`src/rtl/cache_pkg.sv`:
```
// cache_pkg: shared core count, core-ID type and snoop FSM state encoding
package cache_pkg;

    localparam int NUM_CORES = 4;

    typedef logic [1:0] core_id_t;

    typedef enum logic [1:0] {
        IDLE  = 2'd0,
        SNOOP = 2'd1,
        DONE  = 2'd2
    } state_t;

    // One-hot grant vector for a core index
    function automatic logic [NUM_CORES-1:0] id_to_onehot(input core_id_t id);
        return NUM_CORES'(1) << id;
    endfunction

endpackage

```
`src/rtl/rr_arbiter4.sv`:
```
// rr_arbiter4: 4-way round-robin pick, search starts one past last_winner
module rr_arbiter4
    import cache_pkg::*;
(
    input  logic [NUM_CORES-1:0] req,
    input  core_id_t             last_winner,
    output logic [NUM_CORES-1:0] gnt_onehot,
    output core_id_t             idx,
    output logic                 any
);

    // Scan cores (last_winner+1 .. last_winner+4) mod 4; 2-bit adds wrap naturally
    always_comb begin
        idx = '0;
        any = 1'b0;
        for (int i = 1; i <= NUM_CORES; i++) begin
            if (!any && req[last_winner + core_id_t'(i)]) begin
                idx = last_winner + core_id_t'(i);
                any = 1'b1;
            end
        end
        gnt_onehot = any ? id_to_onehot(idx) : '0;
    end

endmodule

```
`src/rtl/snoop_bus_arbiter.sv`:
```
// snoop_bus_arbiter: round-robin snoop bus arbiter with ack collection.
// Optional SNOOP_TIMEOUT_EN: bound the SNOOP phase to TIMEOUT_CYC cycles
// and flag timeout_err on the resulting DONE cycle.
module snoop_bus_arbiter
    import cache_pkg::*;
#(
    parameter int ADDR_W      = 8,
    parameter int TIMEOUT_CYC = 15
) (
    input  logic                          clk,
    input  logic                          rst_n,
    input  logic [NUM_CORES-1:0]          req,
    input  logic [NUM_CORES-1:0]          req_rd_wr,
    input  logic [NUM_CORES*ADDR_W-1:0]   req_addr,
    input  logic [NUM_CORES-1:0]          snoop_ack,
    input  logic [NUM_CORES-1:0]          snoop_hit,
    input  logic [NUM_CORES-1:0]          snoop_dirty,
    output logic [NUM_CORES-1:0]          gnt,
    output logic                          bus_valid,
    output core_id_t                      bus_proc_id,
    output logic                          bus_rd_wr,
    output logic [ADDR_W-1:0]             bus_addr,
    output logic                          done,
    output logic                          resp_shared,
    output logic                          resp_dirty
`ifdef SNOOP_TIMEOUT_EN
    ,
    output logic                          timeout_err
`endif
);

    state_t                 state;
    core_id_t               last_winner;
    logic [NUM_CORES-1:0]   mask;
    logic [NUM_CORES-1:0]   w_onehot;
    core_id_t               w_idx;
    logic                   w_any;
    logic [NUM_CORES-1:0]   ack_eff;
    logic                   mask_full;
    logic                   timeout_hit;

    rr_arbiter4 u_rr (
        .req         (req),
        .last_winner (last_winner),
        .gnt_onehot  (w_onehot),
        .idx         (w_idx),
        .any         (w_any)
    );

    // Winner's own ack never contributes; mask already has its bit preset
    assign ack_eff   = snoop_ack & ~gnt;
    assign mask_full = &(mask | snoop_ack);

`ifdef SNOOP_TIMEOUT_EN
    localparam int CNT_W = $clog2(TIMEOUT_CYC + 1);

    logic [CNT_W-1:0] snoop_cnt;

    assign timeout_hit = (snoop_cnt == CNT_W'(TIMEOUT_CYC - 1));

    // SNOOP cycle counter and one-cycle timeout flag for the forced DONE
    always_ff @(posedge clk or negedge rst_n) begin
        if (!rst_n) begin
            snoop_cnt   <= '0;
            timeout_err <= 1'b0;
        end else begin
            snoop_cnt   <= (state == SNOOP) ? snoop_cnt + CNT_W'(1) : '0;
            timeout_err <= (state == SNOOP) && !mask_full && timeout_hit;
        end
    end
`else
    assign timeout_hit = 1'b0;
`endif

    // Transaction FSM: capture winner in IDLE, collect acks in SNOOP, pulse done in DONE
    always_ff @(posedge clk or negedge rst_n) begin
        if (!rst_n) begin
            state       <= IDLE;
            gnt         <= '0;
            bus_valid   <= 1'b0;
            bus_proc_id <= '0;
            bus_rd_wr   <= 1'b0;
            bus_addr    <= '0;
            done        <= 1'b0;
            resp_shared <= 1'b0;
            resp_dirty  <= 1'b0;
            mask        <= '0;
            last_winner <= core_id_t'(NUM_CORES - 1);
        end else begin
            done <= 1'b0;
            case (state)
                IDLE: begin
                    if (w_any) begin
                        state       <= SNOOP;
                        gnt         <= w_onehot;
                        bus_valid   <= 1'b1;
                        bus_proc_id <= w_idx;
                        bus_rd_wr   <= req_rd_wr[w_idx];
                        bus_addr    <= req_addr[int'(w_idx)*ADDR_W +: ADDR_W];
                        mask        <= w_onehot;
                        resp_shared <= 1'b0;
                        resp_dirty  <= 1'b0;
                    end
                end
                SNOOP: begin
                    mask        <= mask | snoop_ack;
                    resp_shared <= resp_shared | |(snoop_hit & ack_eff);
                    resp_dirty  <= resp_dirty | |(snoop_dirty & ack_eff);
                    if (mask_full || timeout_hit) begin
                        state     <= DONE;
                        bus_valid <= 1'b0;
                        done      <= 1'b1;
                    end
                end
                DONE: begin
                    state       <= IDLE;
                    gnt         <= '0;
                    mask        <= '0;
                    last_winner <= bus_proc_id;
                end
                default: state <= IDLE;
            endcase
        end
    end

    // Structural invariants of the grant and handshake outputs
    a_gnt_onehot0: assert property (@(posedge clk) disable iff (!rst_n) $onehot0(gnt));
    a_done_excl:   assert property (@(posedge clk) disable iff (!rst_n) !(done && bus_valid));
    a_timeout_cfg: assert property (@(posedge clk) disable iff (!rst_n) TIMEOUT_CYC > 0);

endmodule

```
`config.mk`:
```
export PLATFORM = sky130hd
export DESIGN_NAME = snoop_bus_arbiter
export DESIGN_NICKNAME = d
export VERILOG_FILES = /design/src/rtl/cache_pkg.sv /design/src/rtl/rr_arbiter4.sv /design/src/rtl/snoop_bus_arbiter.sv
export SDC_FILE = /design/constraint.sdc
export NUM_CORES = 1
export LEC_CHECK = 0
export CAP_MARGIN = 20
export CORE_MARGIN = 10
export CORE_UTILIZATION = 37
export CTS_CLUSTER_DIAMETER = 200
export DETAILED_ROUTE_END_ITERATION = 6
export HOLD_SLACK_MARGIN = 0.08
export PLACE_DENSITY = 0.83
export SLEW_MARGIN = 5
export SYNTH_ARGS = -nofsm -noshare
export SYNTH_HDL_FRONTEND = slang
export SYNTH_SLANG_ARGS = --single-unit
```
`constraint.sdc`:
```
create_clock -name clk -period 1.7 [get_ports clk]
set_input_delay 0.425 -clock clk [delete_from_list [all_inputs] [get_ports clk]]
set_output_delay 0.425 -clock clk [all_outputs]
set_load 0.02 [all_outputs]
```
==> flow_metrics.env, run 1 <==
export IMPL_run_status="finished with violations"
export IMPL_violations="negative setup slack"
export IMPL_timing_final_setup_violations=14
export IMPL_p_total_uw=4790
export IMPL_grt_antenna_before_repair=0
export IMPL_timing_worst_slew_pin_value_ps=402
export IMPL_avgRoutedWirePerCell_um=20.4
export IMPL_final_hold_violation_count=0
export IMPL_core_rowCount=23
export IMPL_setup_total_negative_slack_ps=-1350
export IMPL_power_share_sequential_pct=24.7
export IMPL_yosysMostFrequentCell="sky130_fd_sc_hd__dfrtp_1"
export IMPL_core_area_um2=4120
export IMPL_clock_tree_buffer_depth=2
export IMPL_postSynthCellCount=174
export IMPL_fin_ws_ps=-169
export IMPL_worst_slew_margin_rel_pct=73.0
export IMPL_route_vias_total=1863
export IMPL_postRouteAntennaNets=0
export IMPL_ys_warn_count=0
export IMPL_maxCapViolations=0
export IMPL_grt_pass1_wl_mm=9.18
export IMPL_grt_max_degree=28
export IMPL_setup_worst_path_class="flop to flop"
export IMPL_horizontal_die_dimension_um=86.0
export IMPL_fillerInstances=298
export IMPL_post_synth_most_frequent_cells="sky130_fd_sc_hd__dfrtp_1, sky130_fd_sc_hd__nor2_1, sky130_fd_sc_hd__a211oi_1"
export IMPL_worstSkewPairLatency_ps=280
export IMPL_detail_route_wirelength_mm=6.52
export IMPL_floorplan_die_area_um2=7400
export IMPL_clock_power_share_pct=7.9
export IMPL_period_share_pct=110
export IMPL_synth_area_top_cells="sky130_fd_sc_hd__dfrtp_1, sky130_fd_sc_hd__a211oi_1, sky130_fd_sc_hd__mux2i_1"
export IMPL_floorplan_initialDensity_pct=39.2
export IMPL_mappedNetlistNets=232
export IMPL_grt_use_total_pct=15.1
export IMPL_die_height_um=86.0
export IMPL_synth_lib_cells_used_distinct=37
export IMPL_detailed_route_iter0_violations=164
export IMPL_detail_route_vias_per_cell=5.84
export IMPL_synth_top_area_cell="sky130_fd_sc_hd__dfrtp_1"
export IMPL_post_route_min_period_ps=1870
export IMPL_worst_path_max_fanout=5
export IMPL_final_util_pct=69.1
export IMPL_ff2ff_path_depth=7
export IMPL_cts_max_level=1
export IMPL_clkSinkCount=27
export IMPL_finalMaxSlewViolations=0
export IMPL_grt_remaining_overflow=0
export IMPL_place_congestion=0.848
export IMPL_async_flop_share_pct=100
export IMPL_clock_tree_from_tritoncts="built"
export IMPL_powerDensity_nw_per_um2=1680
export IMPL_grt_setup_unrepaired="true"
export IMPL_boundaryPins=73
export IMPL_worst_ir_drop_vdd_mv=0.805
export IMPL_switching_share_of_total_power_pct=44.8
export IMPL_clk_pin_slew_ps=100
export IMPL_worstHoldPathType="primary input to async pin"
export IMPL_antenna_cells_inserted=0
export IMPL_count_of_port_buffers_added_during_placement=72
export IMPL_syn_to_final_growth_pct=76.4
export IMPL_setup_reg_to_reg_worst_slack_ps=-170
export IMPL_switchingPower_uw=2140
export IMPL_cell_internal_pwr_uw=2640
export IMPL_vias_in_the_first_global_route=1823
export IMPL_synth_ff_latch_count=27
export IMPL_final_net_count=328
export IMPL_fmax_mhz=535
export IMPL_critPathArrivalTime_ps=2030
export IMPL_first_pass_iters=4
export IMPL_synth_edff_count=0
export IMPL_skew_ps=9.42
export IMPL_layout_area_seq_um2=678
export IMPL_synthesis_area_per_instance_um2=9.26
export IMPL_cts_made_buffers=3
export IMPL_multi_input_area_um2=1060
export IMPL_crit_required_ps=1860
export IMPL_yosysTopAreaCellShare_pct=38.8
export IMPL_postCtsHoldBufs=0
export IMPL_synthFlopType="sky130_fd_sc_hd__dfrtp_1"
export IMPL_timing_critical_path_from_type="flop"
export IMPL_crit_end_element="flop"
export IMPL_netlist_area_um2=1610
export IMPL_clk_root_buffer_cell="sky130_fd_sc_hd__clkbuf_8"
export IMPL_r2r_start="last_winner[1]"
export IMPL_comb_power_share_pct=67.4
export IMPL_final_layout_size_suffix_gt1_share_pct=23.8
export IMPL_seq_area_frac_synth_pct=42.1
export IMPL_crit_reg2reg_capture="bus_addr[2]"
export IMPL_detailedPlacementHpwl_mm=4.34
export IMPL_cellLeakagePower_uw=0.00122
export IMPL_number_of_drc_violations_after_detailed_routing=0
-- cells by family after synthesis --
group / Yosys count / share of synthesized area [%]
multiplexers: 12 / 7.61
flip-flops: 27 / 42.1
AND/OR/NAND/NOR: 53 / 16.0
adder cells (fa/ha/maj): 4 / 3.11
buffers and inverters: 12 / 3.34
AO/OA/AOI/OAI: 66 / 27.9
-- sequential cells by signal (all words and copies together) (netlist names), 2 cells and up --
register     count
state            2
last_winner      2
bus_addr         8
bus_proc_id      2
gnt              4
mask             4
-- power groups by stage --
stage	clock network (µW)	logic [µW]	registers, µW
floorplan	0	1300	1420
global placement	0	2560	1180
detailed placement	0	2650	1190
CTS	379	2830	1180
global route	402	3440	1220
finish	376	3230	1180
-- layer usage --
layer | share of wire, % | wire length, µm | GRT usage [%]
met1 | 37 | 2390 | 17.3
met3 | 6.4 | 418 | 3.12
met4 | 2.4 | 159 | 5.24
met5 | 0 | 0 | 0
met2 | 54 | 3550 | 27.0
-- through the flow --
step	hold WS (ps)	instances	setup slack, ps	instance area, µm²
3_5_place_dp	484	307	-743	2520
3_3_place_gp	470	307	-571	2520
6_report	511	319	-169	2840
2_1_floorplan	129	174	-32.1	1640
4_1_cts	509	315	-71.4	2690
5_1_grt	547	319	-253	2840
-- what timing repair did --
action                                  CTS  global route
endpoints found under the setup margin   34            29
gates cloned                              1             3
setup buffers                             3             1
gates resized for setup                  39            31
pin swaps                                11             8
-- area by class of cell --
type,count,share of cell area (%)
repair buffers,98,34.4
clock buffers,3,1.45
inverters,4,0.528
multi-input cells,136,37.3
flip-flops and latches,27,23.9
well taps,50,2.20
clock inverters,1,0.264
-- worst max-delay path, cell delays in order (launching register included) --
cell and delay, ps:
sky130_fd_sc_hd__dfstp_2 580, sky130_fd_sc_hd__mux2i_2 230, sky130_fd_sc_hd__a2bb2oi_2 180, sky130_fd_sc_hd__buf_4 150, sky130_fd_sc_hd__buf_6 110, sky130_fd_sc_hd__a21boi_0 110
sky130_fd_sc_hd__a211oi_1 310, sky130_fd_sc_hd__a211oi_2 70
-- worst max path at each step --
stage                        start          end  slack [ps]
floorplan           last_winner[0]      mask[3]         -30
global placement            req[3]    bus_rd_wr        -570
detailed placement          req[1]  bus_addr[7]        -740
CTS                 last_winner[1]  bus_addr[1]         -70
global route        last_winner[1]  bus_addr[2]        -250
finish              last_winner[1]  bus_addr[2]        -170
-- placed cells by master (no fill, tap or decap), drive strengths merged, types with 5 or more instances in the layout --
master / count
a21boi: 11
buf: 25
dlygate4sd2: 11
mux2i: 10
clkdlybuf4s50: 51
nor2b: 5
clkbuf: 5
a21oi: 8
dfrtp: 25
nand2: 11
nor2: 21
dlymetal6s2s: 7
a211oi: 18
o21ai: 14
(Power assumes the default switching activity.)
==> inputs of run 2 (changes only) <==
--- a/config.mk
+++ b/config.mk
@@ -9,6 +9,7 @@
 export CORE_MARGIN = 10
 export CORE_UTILIZATION = 37
 export CTS_CLUSTER_DIAMETER = 200
+export CTS_CLUSTER_SIZE = 20
 export DETAILED_ROUTE_END_ITERATION = 6
 export HOLD_SLACK_MARGIN = 0.08
 export PLACE_DENSITY = 0.83
==> results of run 2 <==
No change in the layout: final DEF, timing and power equal those of run 1.
